$ cat src/rtl/button_event_decoder.sv
// Turns a debounced, clk-synchronous button level into one-cycle event strobes:
// press, release, click, double click, long press and auto-repeat while held.
module button_event_decoder #(
  parameter int CNT_W        = 24,
  parameter int LONG_TICKS   = 1000000,
  parameter int DBL_TICKS    = 250000,
  parameter int REPEAT_TICKS = 200000
) (
  input  logic clk,
  input  logic reset_n,
  input  logic btn_in,
  input  logic enable,
  output logic press_pulse,
  output logic release_pulse,
  output logic click,
  output logic double_click,
  output logic long_press,
  output logic repeat_pulse,
  output logic held
);

  typedef enum logic [2:0] {
    IDLE   = 3'd0,
    PRESS1 = 3'd1,
    WAIT2  = 3'd2,
    PRESS2 = 3'd3,
    LONG   = 3'd4
  } state_t;

  localparam logic [CNT_W-1:0] LONG_LAST = CNT_W'(LONG_TICKS - 1);
  localparam logic [CNT_W-1:0] DBL_LAST  = CNT_W'(DBL_TICKS - 1);
  localparam logic [CNT_W-1:0] REP_LAST  = CNT_W'(REPEAT_TICKS - 1);
  localparam bit               REP_ON    = (REPEAT_TICKS != 0);

  state_t           state, state_d;
  logic [CNT_W-1:0] cnt, cnt_d;
  logic [CNT_W-1:0] rcnt, rcnt_d;
  logic press_d, release_d, click_d, double_d, long_d, repeat_d, held_d;

  always_comb begin
    // NOTE: every signal gets a default before the case so no path leaves one unassigned (no latches).
    state_d   = state;
    cnt_d     = cnt + 1'b1;
    rcnt_d    = '0;
    press_d   = 1'b0;
    release_d = 1'b0;
    click_d   = 1'b0;
    double_d  = 1'b0;
    long_d    = 1'b0;
    repeat_d  = 1'b0;

    unique case (state)
      IDLE: begin
        cnt_d = '0;
        if (btn_in) begin
          state_d = PRESS1;
          press_d = 1'b1;
        end
      end
      PRESS1: begin
        // Release is tested first so it wins over the long-press threshold.
        if (!btn_in) begin
          state_d   = WAIT2;
          cnt_d     = '0;
          release_d = 1'b1;
        end else if (cnt == LONG_LAST) begin
          state_d = LONG;
          cnt_d   = '0;
          long_d  = 1'b1;
        end
      end
      WAIT2: begin
        if (btn_in) begin
          state_d = PRESS2;
          cnt_d   = '0;
          press_d = 1'b1;
        end else if (cnt == DBL_LAST) begin
          state_d = IDLE;
          cnt_d   = '0;
          click_d = 1'b1;
        end
      end
      PRESS2: begin
        if (!btn_in) begin
          state_d   = IDLE;
          cnt_d     = '0;
          release_d = 1'b1;
          double_d  = 1'b1;
        end else if (cnt == LONG_LAST) begin
          state_d = LONG;
          cnt_d   = '0;
          click_d = 1'b1;
          long_d  = 1'b1;
        end
      end
      LONG: begin
        // cnt is parked at zero here; only rcnt paces the repeat strobes.
        cnt_d  = '0;
        rcnt_d = rcnt + 1'b1;
        if (!btn_in) begin
          state_d   = IDLE;
          rcnt_d    = '0;
          release_d = 1'b1;
        end else if (REP_ON && rcnt == REP_LAST) begin
          rcnt_d   = '0;
          repeat_d = 1'b1;
        end
      end
      default: begin
        state_d = IDLE;
        cnt_d   = '0;
      end
    endcase

    // Disable overrides everything, discarding any pending click.
    if (!enable) begin
      state_d   = IDLE;
      cnt_d     = '0;
      rcnt_d    = '0;
      press_d   = 1'b0;
      release_d = 1'b0;
      click_d   = 1'b0;
      double_d  = 1'b0;
      long_d    = 1'b0;
      repeat_d  = 1'b0;
    end

    held_d = (state_d == LONG);
  end

  // NOTE: sequential state uses non-blocking assignments and resets asynchronously on reset_n low.
  always_ff @(posedge clk or negedge reset_n) begin
    if (!reset_n) begin
      state         <= IDLE;
      cnt           <= '0;
      rcnt          <= '0;
      press_pulse   <= 1'b0;
      release_pulse <= 1'b0;
      click         <= 1'b0;
      double_click  <= 1'b0;
      long_press    <= 1'b0;
      repeat_pulse  <= 1'b0;
      held          <= 1'b0;
    end else begin
      state         <= state_d;
      cnt           <= cnt_d;
      rcnt          <= rcnt_d;
      press_pulse   <= press_d;
      release_pulse <= release_d;
      click         <= click_d;
      double_click  <= double_d;
      long_press    <= long_d;
      repeat_pulse  <= repeat_d;
      held          <= held_d;
    end
  end

endmodule

$ cat config.mk
export PLATFORM = sky130hd
export DESIGN_NAME = button_event_decoder
export DESIGN_NICKNAME = d
export VERILOG_FILES = /design/src/rtl/button_event_decoder.sv
export SDC_FILE = /design/constraint.sdc
export NUM_CORES = 1
export LEC_CHECK = 0
export ABC_CLOCK_PERIOD_IN_PS = 2400
export CAP_MARGIN = 25
export CORE_UTILIZATION = 45
export DETAILED_ROUTE_END_ITERATION = 10
export PLACE_DENSITY = 0.62
export RECOVER_POWER = 25
export SLEW_MARGIN = 30
export SYNTH_ARGS = -nofsm -noshare
export SYNTH_HDL_FRONTEND = slang
export SYNTH_SLANG_ARGS = --single-unit
$ cat constraint.sdc
create_clock -name clk -period 2.4 [get_ports clk]
set_input_delay 0.48 -clock clk [delete_from_list [all_inputs] [get_ports clk]]
set_output_delay 0.48 -clock clk [all_outputs]
set_load 0.02 [all_outputs]
After elaboration in Yosys (flattened, before gate mapping)
Cells that the tools add are included.

Flip-flop bits (word level): 58.

Add/subtract/negate cells: 2. Equal/unequal tests: 8. Muxes and demuxes: 39. Reductions and logical operators: 4.

Operator list (number): 2-to-1 mux 24 bit (9); adder 24 x 1 -> 24 bit, second input constant (2); == test 24 x 18 -> 1 bit, second input constant (2); one-hot mux 24 bit (2 select lines) (1); == test 24 x 20 -> 1 bit, second input constant (1); 2-to-1 mux 3 bit (8); 2-to-1 mux 1 bit (19); one-hot mux 3 bit (5 select lines) (1); == test 3 x 2 -> 1 bit, second input constant (2); == test 3 bit, second input constant (2); OR reduction 2 bit (2); == test 3 x 1 -> 1 bit, second input constant (1); zero test 3 bit (1); OR reduction 3 bit (1); one-hot mux 1 bit (2 select lines) (1).

Depth between registers and ports, before layout
Word-level depth: 6. Gate-level depth with buffers: 6. Mapped depth without buffers: 5.

Worst setup path before layout
Ideal clock, no wire load.

Kind: register to register. From: register cnt[0]. To: register cnt[20]. Setup time: 87 ps. Arrival time: 1933 ps. Data required time: 2313 ps. Setup slack: 381 ps. Stages on the path, launching flop included: 7. Cells stage by stage: dfrtp_1 > ha_1 > nand3_2 > or3_1 > buf_2 > or4_1 > a211oi_2.

Cells in the longest elaborated chain, start to end: 5.

Ends and longest elaborated chain: start: declaration (line 36) `logic [CNT_W-1:0] cnt, cnt_d;`; start signal: assignment (line 146) `cnt <= cnt_d;`; adder 24 x 1 -> 24 bit (tied with other cells) (line 43) `cnt_d = cnt + 1'b1;`; 2-to-1 mux 24 bit, on equally long branches (line 66, 89, 77); 2-to-1 mux 24 bit, on equally long branches (line 84, 73); one-hot mux 24 bit (2 select lines) * (line 52) `unique case (state)`; 2-to-1 mux 24 bit * (line 116) `if (!enable) begin`; via cnt_d[20] (line 36).

Mark *: on every way through the listed nets, which the timed path passes. The rest lies on a longest branch.

Final worst setup path
From: register rcnt[0]. To: register rcnt[22].

Cells in the longest elaborated chain, start to end: 5.

Ends and longest elaborated chain: start: declaration (line 37) `logic [CNT_W-1:0] rcnt, rcnt_d;`; start signal: assignment (line 147) `rcnt <= rcnt_d;`; adder 24 x 1 -> 24 bit or == test 24 x 18 -> 1 bit (tied branches) (line 99, 104); 2-to-1 mux 24 bit * (line 104) `end else if (REP_ON && rcnt == REP_LAST) begin`; 2-to-1 mux 24 bit * (line 100) `if (!btn_in) begin`; 2-to-1 mux 24 bit * (line 52); 2-to-1 mux 24 bit * (line 116); via rcnt_d[22] (line 37).

Marks and branches as above.

==> results.json <==
{
  "core_um2": 6460,
  "route.detailed.drc": 1,
  "rsz0062_at_grt": "false",
  "slew_headroom_pct": 5.28,
  "cpMostUsedCell": "or4_1",
  "critical-path-max-stage-delay_ns": 0.59,
  "violations": "DRC",
  "io_pins": 11,
  "end_kind": "register",
  "die-width_um": 84.4,
  "die_y_um": 84.4,
  "cp.buffers_inverters": 0,
  "cts_repair_resize_count": 0,
  "cts_root_buffer": "clkbuf_8",
  "placed_cell_area_um2": 3280,
  "status": "complete, but fails checks",
  "cts_made_buffers": 9,
  "worstMarginPinSlew_ns": 1.42,
  "synth-simple-area-share_pct": 30.0,
  "multi_input_area_um2": 1500,
  "synth_mux_area_share_pct": 0,
  "syn-num-nets": 312,
  "holdBufCountCts": 0,
  "seq_area_um2": 1450,
  "antenna_found_initial": 0,
  "crit_family": "simple AND/OR/NAND/NOR gates",
  "cap_violations": 0,
  "cp.required_ns": 2.65,
  "ys_seq_elements": 58,
  "synthXorXnorAreaFrac_pct": 6.87,
  "grt_pass1_vias": 2276,
  "vdd_drop_max_mv": 0.263,
  "syn2layout_area_growth_pct": 13.6,
  "viasPerCell": 6.00,
  "drt-initial-drc-count": 130,
  "routedWlPerCell_um": 15.5,
  "skew_ns": 0.0108,
  "antenna_left": 0,
  "hold_violations": 0,
  "slew_violations": 0,
  "clock_latency_ns": 0.33,
  "cts.htree.levels": 3,
  "diodes": 0,
  "post-cts-setup-buffers": 0,
  "max_freq_ghz": 0.466,
  "fin_tns_setup_ns": 0,
  "clkTransAtPathRegs_ns": 0.07,
  "cts_sinks": 58,
  "synthAdderAreaFrac_pct": 0.818,
  "cp.arrival_ns": 2.40,
  "p_leak_nw": 1.27,
  "ys_types": 47,
  "ys_warn_count": 0,
  "n_fill_cell": 594,
  "cp_cell_sequence": "ha_1, nand3_1, or4_1, or4_1, a21oi_1",
  "synth_edf_count": 0,
  "power_density_nw_per_um2": 561,
  "critPathKind": "register to register",
  "rows": 29,
  "start_kind": "register",
  "synth_top_family_by_area": "simple AND/OR/NAND/NOR gates",
  "syn_area_um2": 3060,
  "dpl.hpwl_um": 4170,
  "wl_um": 6210,
  "gr-total-overflow": 0,
  "crit_slowest_cell": "or4_1",
  "nets": 326,
  "grt_usage_pct": 19.5,
  "portBuffers": 10,
  "yosysSeqAreaShare_pct": 47.5,
  "drt-pass1-iter-count": 9,
  "synth_compound_area_share_pct": 11.0,
  "vias": 2411,
  "drive_above_1_share_pct": 12.3,
  "min_path_type": "register to register",
  "clock_path_buffers": 2,
  "synth.avg_cell_area_um2": 9.99,
  "min_period_over_period_pct": 89.5,
  "period_needed_ns": 2.15,
  "grt_pass1_wl_um": 11000,
  "yosys_most_used_dff": "dfrtp_1",
  "largest_registers": "cnt (24), rcnt (24), state (3)",
  "start_util_pct": 47.3,
  "cp_max_fo": 5,
  "design_area_um2": 3470,
  "place_congestion": 0.823,
  "tritoncts": "done",
  "synth-async-reset-ratio_pct": 100,
  "fp.dieArea_um2": 7130,
  "grt_start_max_net_pins": 34,
  "setup_viol_count_final": 0,
  "synth_cells": 306
}
-- logic make-up (layout without fill, tap and decap cells) --
group                    Yosys count  after routing
AO/OA/AOI/OAI                     48             48
XOR/XNOR                          24             24
adder cells (fa/ha/maj)            2              2
buffers and inverters             25             44
flip-flops                        58             58
AND/OR/NAND/NOR                  149            149
-- area by class of cell --
| class | instances | area share (%) |
|---|---|---|
| Clock buffer | 14 | 4.68 |
| Clock inverter | 2 | 1.01 |
| Inverter | 10 | 1.08 |
| Multi-Input combinational cell | 223 | 43.2 |
| Sequential cell | 58 | 41.8 |
| Tap cell | 77 | 2.77 |
| Timing Repair Buffer | 18 | 5.51 |
-- report_power, final --
part	switching, W	internal (W)
Sequential	0.00000427	0.000982
Clock	0.000372	0.000536
Combinational	0.0000371	0.0000179
Total	0.000413	0.00154
-- per-layer routing --
layer	share of wire, %	track usage [%]	vias up
met5	0	0	-
met4	1.5	8.32	0
met3	4.7	3.83	9
met2	43	28.2	59
met1	51	28.4	1172
li1	-	-	1171
-- through the flow --
step	setup slack, ns	total power, W	hold slack, ns	instances	utilization (%)
final	0.253	0.00195	0.452	402	53.8
after global routing	0.143	0.00201	0.476	402	53.8
after CTS	0.268	0.00196	0.177	402	53.8
after detailed placement	0.238	0.00106	0.446	386	50.7
after global placement	0.238	0.00106	0.440	386	50.7
after floorplan	0.381	0.00102	0.184	306	-
-- layout by cell type, fill, tap and decap left out, drive strengths merged, types with 12 or more instances in the layout --
master / instances
a21oi: 12
clkbuf: 15
dfrtp: 58
nand2: 17
nand3: 15
nor2: 17
nor3: 19
or3: 16
or4: 16
xor2: 13
-- synth_stat cells (2+ instances only) --
| master | n | area share [%] |
|---|---|---|
| nor2_1 | 17 | 2.1 |
| nand4bb_1 | 2 | 0.74 |
| nor3b_1 | 3 | 0.74 |
| or2_2 | 4 | 0.82 |
| o21ai_0 | 10 | 1.6 |
| or4_4 | 3 | 1.1 |
| a211oi_1 | 6 | 1.5 |
| or4_1 | 13 | 3.2 |
| nand3_1 | 14 | 2.3 |
| a21oi_1 | 12 | 2.0 |
| buf_4 | 2 | 0.49 |
| xor2_1 | 13 | 3.7 |
| and4_1 | 6 | 1.7 |
| dfrtp_1 | 58 | 47 |
| o31ai_1 | 11 | 2.7 |
| nand2_1 | 17 | 2.1 |
| buf_2 | 8 | 1.3 |
| and2_1 | 4 | 0.82 |
| nor3_1 | 18 | 2.9 |
| a211oi_2 | 3 | 1.2 |
| clkbuf_1 | 4 | 0.49 |
| xnor2_1 | 11 | 3.2 |
| nor4_1 | 10 | 2.0 |
| or3_1 | 15 | 3.1 |
| inv_1 | 10 | 1.2 |
| nand4_1 | 10 | 2.0 |
| ha_1 | 2 | 0.82 |
-- worst register-to-register path: stages (launching register included) --
cell and delay (ns):
dfrtp_1 0.36, ha_1 0.28, nand3_1 0.14, or4_1 0.59, or4_1 0.52, a21oi_1 0.18
-- worst paths after layout --
path / depth (start not counted) / start / end / slack, ns
max: 5 / rcnt[0] / rcnt[22] / 0.25
min: 1 / rcnt[0] / rcnt[0] / 0.45
max reg2reg: 5 / rcnt[0] / rcnt[22] / 0.25
min reg2reg: 1 / rcnt[0] / rcnt[0] / 0.45
max in group asynchronous: 1 / reset_n / state[2] / 1.09
min in group asynchronous: 1 / reset_n / rcnt[21] / 0.46
Note: power is estimated with default switching activity, not from simulation.
